===== config.mk =====
export PLATFORM = sky130hd
export DESIGN_NAME = sram_like_slave
export DESIGN_NICKNAME = d
export VERILOG_FILES = /design/src/rtl/sram_like_pkg.sv /design/src/rtl/sram_like_slave_resp_fifo.sv /design/src/rtl/sram_like_slave.sv
export SDC_FILE = /design/constraint.sdc
export NUM_CORES = 1
export LEC_CHECK = 0
export ABC_AREA = 1
export ABC_CLOCK_PERIOD_IN_PS = 3500
export CAP_MARGIN = 20
export CORE_ASPECT_RATIO = 1.1
export CORE_MARGIN = 5
export CORE_UTILIZATION = 40
export CTS_CLUSTER_DIAMETER = 60
export DETAILED_ROUTE_END_ITERATION = 8
export GPL_ROUTABILITY_DRIVEN = 0
export PLACE_DENSITY = 0.81
export RECOVER_POWER = 25
export SYNTH_ARGS = -nofsm -noshare
export SYNTH_HDL_FRONTEND = slang
export SYNTH_SLANG_ARGS = --single-unit

===== constraint.sdc =====
create_clock -name clk -period 3.5 [get_ports clk]
set_input_delay 0.7 -clock clk [delete_from_list [all_inputs] [get_ports clk]]
set_output_delay 0.7 -clock clk [all_outputs]
set_load 0.02 [all_outputs]

===== src/rtl/sram_like_pkg.sv =====
// Shared definitions for the SRAM-like slave: size encodings, default depth
// and the response entry carried from the RAM read stage to the bus.
package sram_like_pkg;

    localparam logic [1:0] SZ_BYTE = 2'd0;
    localparam logic [1:0] SZ_HALF = 2'd1;
    localparam logic [1:0] SZ_WORD = 2'd2;

    localparam int DEF_MAX_OUT = 2;

    typedef struct packed {
        logic        is_read;
        logic [31:0] data;
    } resp_t;

    function automatic logic size_legal(input logic [1:0] size);
        return (size == SZ_BYTE) || (size == SZ_HALF) || (size == SZ_WORD);
    endfunction

endpackage


===== src/rtl/sram_like_slave_resp_fifo.sv =====
// In-order response queue between the RAM read stage and the data_ok stage.
// Pointers and occupancy are reset; the storage itself is not.
module resp_fifo
    import sram_like_pkg::*;
#(
    parameter int DEPTH = DEF_MAX_OUT
) (
    input  logic  clk,
    input  logic  resetn,
    input  logic  push,
    input  resp_t push_data,
    input  logic  pop,
    output logic  full,
    output logic  empty,
    output resp_t head
);

    localparam int PW = (DEPTH > 1) ? $clog2(DEPTH) : 1;
    localparam int CW = $clog2(DEPTH + 1);

    resp_t         mem [DEPTH];
    logic [PW-1:0] wr_ptr;
    logic [PW-1:0] rd_ptr;
    logic [CW-1:0] count;
    logic          do_push;
    logic          do_pop;

    function automatic logic [PW-1:0] ptr_inc(input logic [PW-1:0] p);
        return (p == PW'(DEPTH - 1)) ? '0 : p + 1'b1;
    endfunction

    assign full    = (count == CW'(DEPTH));
    assign empty   = (count == '0);
    assign head    = mem[rd_ptr];
    assign do_push = push & ~full;
    assign do_pop  = pop & ~empty;

    always_ff @(posedge clk) begin
        if (!resetn) begin
            wr_ptr <= '0;
            rd_ptr <= '0;
            count  <= '0;
        end else begin
            if (do_push) wr_ptr <= ptr_inc(wr_ptr);
            if (do_pop)  rd_ptr <= ptr_inc(rd_ptr);
            unique case ({do_push, do_pop})
                2'b10:   count <= count + 1'b1;
                2'b01:   count <= count - 1'b1;
                default: count <= count;
            endcase
        end
    end

    always_ff @(posedge clk) begin
        if (do_push) mem[wr_ptr] <= push_data;
    end

endmodule


===== src/rtl/sram_like_slave.sv =====
// SRAM-like bus slave in front of a synchronous RAM: accepts up to MAX_OUT
// transactions, answers them in order after a programmable wait.
module sram_like_slave
    import sram_like_pkg::*;
#(
    parameter int RAM_AW  = 16,
    parameter int MAX_OUT = DEF_MAX_OUT
) (
    input  logic              clk,
    input  logic              resetn,
    input  logic              req,
    input  logic              wr,
    input  logic [3:0]        wstrb,
    input  logic [1:0]        size,
    input  logic [31:0]       addr,
    input  logic [31:0]       wdata,
    output logic              addr_ok,
    output logic              data_ok,
    output logic [31:0]       rdata,
    input  logic [3:0]        delay_cfg,
    output logic              ram_en,
    output logic [3:0]        ram_we,
    output logic [RAM_AW-1:0] ram_addr,
    output logic [31:0]       ram_wdata,
    input  logic [31:0]       ram_rdata
);

    localparam int CW = $clog2(MAX_OUT + 1);

    logic [CW-1:0] out_cnt;
    logic          hs;
    logic          vld_p1;
    logic          is_read_p1;
    logic          push;
    logic          pop;
    logic          fifo_full;
    logic          fifo_empty;
    resp_t         push_data;
    resp_t         head;
    logic [CW-1:0] level;
    logic [CW-1:0] level_nxt;
    logic          head_nxt;
    logic          load_nxt;
    logic [3:0]    wait_cnt;
    logic [3:0]    wait_nxt;
    logic          unused_bits;

    // Stage p0: acceptance and RAM access in the handshake cycle
    assign addr_ok   = (out_cnt < CW'(MAX_OUT));
    assign hs        = req & addr_ok;
    assign ram_en    = hs;
    assign ram_we    = (hs & wr) ? wstrb : 4'b0000;
    assign ram_addr  = addr[RAM_AW+1:2];
    assign ram_wdata = wdata;

    // Stage p1: RAM read data is captured into the response queue
    assign push      = vld_p1 & ~fifo_full;
    assign push_data = '{is_read: is_read_p1, data: is_read_p1 ? ram_rdata : 32'h0};
    assign pop       = data_ok;

    resp_fifo #(
        .DEPTH (MAX_OUT)
    ) u_resp_fifo (
        .clk       (clk),
        .resetn    (resetn),
        .push      (push),
        .push_data (push_data),
        .pop       (pop),
        .full      (fifo_full),
        .empty     (fifo_empty),
        .head      (head)
    );

    // Stage p2: look one cycle ahead so data_ok can come straight from a flop.
    // Queue occupancy is the outstanding count minus the one still in p1.
    assign level     = out_cnt - CW'(vld_p1);
    assign level_nxt = level + CW'(push) - CW'(pop);
    assign head_nxt  = (level_nxt != '0);
    assign load_nxt  = head_nxt & (pop | fifo_empty);
    assign wait_nxt  = load_nxt ? delay_cfg :
                       (wait_cnt != 4'd0) ? wait_cnt - 4'd1 : 4'd0;

    always_ff @(posedge clk) begin
        if (!resetn) begin
            out_cnt  <= '0;
            vld_p1   <= 1'b0;
            wait_cnt <= 4'd0;
            data_ok  <= 1'b0;
        end else begin
            unique case ({hs, pop})
                2'b10:   out_cnt <= out_cnt + 1'b1;
                2'b01:   out_cnt <= out_cnt - 1'b1;
                default: out_cnt <= out_cnt;
            endcase
            vld_p1   <= hs;
            wait_cnt <= wait_nxt;
            data_ok  <= head_nxt & (wait_nxt == 4'd0);
        end
    end

    always_ff @(posedge clk) begin
        is_read_p1 <= ~wr;
    end

    assign rdata = (data_ok & head.is_read) ? head.data : 32'h0;

    // Size and byte offset are resolved by the master; they do not steer the RAM.
    assign unused_bits = ^{size_legal(size), addr[1:0], addr[31:RAM_AW+2]};

endmodule


==> flow_summary.ini <==
[sta]
finalClockSkew_ps = 11.0
period_share = 0.857
setup_viol = 0
max_freq_ghz = 0.333
setup_tns_ps = 0
worst_pin_slew_ps = 1010
hold_viol_final = 0
slew_headroom = 0.326
holdWs_ps = 463
drv_slew = 0
rsz0062_at_grt = no
min_period_ps = 3000

[synth]
synthSimpleGateAreaFrac = 0.154
postSynthNetCount = 507
synth_xor_area_frac = 0.00229
synthAdderAreaFrac = 0.0150
yosysSeqAreaShare = 0.591
synth-compound-area-share = 0.0759
synthesis.area_um2 = 3820
syn_avg_cell_area_um2 = 9.73
ys_seq_elements = 80
ys_warn_count = 0
synth_cells = 393
synth_top_family_by_area = buffers and inverters
synth_mux_area_frac = 0
ys_types = 28

[floorplan]
io_pins = 197
rows = 37
die_w_um = 103
die_h_um = 113
die_area_um2 = 11600
initial_core_util = 0.409
core_um2 = 9350

[cells_and_area]
post_route_cells_drive_above_1_share = 0.0855
mostFrequentLayoutCell = nand2_1
nets = 542
design_area_um2 = 4610
area_delta_synth_final_pct = 20.5
mostFrequentLayoutCells = nand2_1, clkdlybuf4s50_1, edfxtp_1, inv_1, a21oi_1
final_util = 0.493
final_cells = 550
antenna_cells = 0
fillers = 880

[worst_setup_path]
path_class = flip-flop to output pin
critPathTopFamily = compound AO/OA/AOI/OAI gates
reg2reg_depth = 4
crit_required_ps = 2800
r2r_slack_ps = 1510
end_kind = output pin
slowest_stage = o21ai_4
r2r_start = u_resp_fifo.count[0]$_SDFFE_PN0P_
cp_max_fo = 32
crit_path_start_kind = flip-flop
r2r_end = u_resp_fifo.mem[1][21]$_DFFE_PP_
cp_num_buf_inv = 2
crit_chain = inv_2 -> o21ai_4 -> a21oi_1 -> clkdlybuf4s50_1
worstPathArrival_ps = 2300
slowest_delay_ps = 710

[clock_network]
hold_buffers = 0
htreeDepth = 3
cts_tree = built
clkLatencyLatePin_ps = 340
cts.sinks = 80
path_clk_slew_ps = 80
cts_resized = 0
cts_buffers = 9
cts_setup_buffers = 0
clock_path_buffers = 2
cts_root_buf = clkbuf_8

[power]
p_per_area_nw_per_um2 = 577
irDropWorstVdd_uv = 371
p_leak_nw = 1.88

[detailed_routing]
first_pass_iters = 4
routed_via_density = 4.64
avgRoutedWirePerCell_um = 14.3
wirelength_mm = 7.84
num_vias = 2550
drtIter0Drc = 68
antenna_left = 0
drc = 0

[placed_design]
dp.cells = 534
place_area_um2 = 4420
hpwl_mm = 5.55
port_buffers = 82

[global_routing]
grt_start_max_net_pins = 35
grt_usage = 0.140
grt_pass1_vias = 2643
grt_pass1_wl_mm = 12.4
antenna_found_initial = 0
grt_remaining_overflow = 0

[flow_run]
timing.max_cap.violations = 0

[min_path]
hold_start = u_resp_fifo.rd_ptr$_SDFFE_PN0P_
holdPathStages = 1
hold_class = flip-flop to flip-flop

[outcome]
status = completed
## through the flow
step / total power, mW / setup slack, ps
floorplan: 1.85 / 980
global placement: 2.02 / 618
detailed placement: 2.05 / 593
CTS: 2.70 / 410
global route: 2.84 / 286
finish: 2.66 / 501
## cells by family after synthesis
family	after synthesis
compound gates	54
xor+xnor	1
fa+ha+maj	4
buf+inv	115
flops	80
simple gates	139
## synth_stat cells
library cell / count / area, um2
nand2_1: 106 / 398
edfxtp_1: 66 / 1980
inv_1: 49 / 184
buf_4: 48 / 360
a21oi_1: 40 / 200
nor2_1: 17 / 63.8
dfxtp_1: 14 / 280
clkbuf_1: 9 / 33.8
o21ai_0: 7 / 35.0
inv_2: 5 / 18.8
buf_2: 4 / 20.0
nand2_2: 4 / 25.0
ha_1: 3 / 37.5
a21oi_2: 2 / 17.5
nand2_4: 2 / 22.5
nand3_1: 2 / 10.0
nand3_2: 2 / 20.0
nand3b_1: 2 / 15.0
o21ai_2: 2 / 17.5
a21boi_0: 1 / 7.51
fa_1: 1 / 20.0
nand3_4: 1 / 17.5
nand4_1: 1 / 6.26
nor2_2: 1 / 6.26
nor3_1: 1 / 5.00
o21ai_1: 1 / 5.00
o21bai_1: 1 / 7.51
xor2_1: 1 / 8.76
## how the worst max path moves through the flow
stage,startpoint,endpoint,slack [ps],depth (start not counted)
floorplan,u_resp_fifo.count[0]$_SDFFE_PN0P_,u_resp_fifo.mem[1][0]$_DFFE_PP_,980,4
global placement,req,ram_we[0],620,6
detailed placement,req,ram_we[3],590,6
CTS,flip-flop,rdata[23],410,4
global route,flip-flop,rdata[23],290,4
finish,flip-flop,rdata[23],500,4
## worst register-to-register path: stages (launching register included)
cell,delay (ps)
dfxtp_1,410
inv_2,90
a21oi_2,170
inv_1,140
nor2_4,780
## power breakdown
part	internal [mW]	switching, mW	total, mW
combinational	0.323	0.499	0.821
sequential	1.14	0.0550	1.20
clock	0.329	0.312	0.641
total	1.79	0.866	2.66
## layout make-up
type                            instances  area (um2)  area share
Sequential cell                        80        2260       0.491
Multi-Input combinational cell        198         968       0.210
Timing Repair Buffer                   85         840       0.182
Inverter                               54         203      0.0440
Tap cell                              117         146      0.0318
Clock buffer                           11         131      0.0285
Clock inverter                          5        57.6      0.0125
## registers in the layout, summed over array words and instances, names as in the netlist, named ones only
| signal | cells |
|---|---|
| out_cnt | 2 |
| data_ok | 1 |
| u_resp_fifo.count | 2 |
| vld_p1 | 1 |
| wait_cnt | 4 |
| u_resp_fifo.wr_ptr | 1 |
| is_read_p1 | 1 |
| u_resp_fifo.rd_ptr | 1 |
| u_resp_fifo.mem | 66 |
## per-layer routing
layer  up-vias  global-route usage  share of wire
met2        77               0.245           0.50
met3        40              0.0485          0.087
met5         -                   0              0
met4         0              0.0751          0.037
met1      1157               0.144           0.38
li1       1276                   -              -
Power figures use the tool's default switching activity.
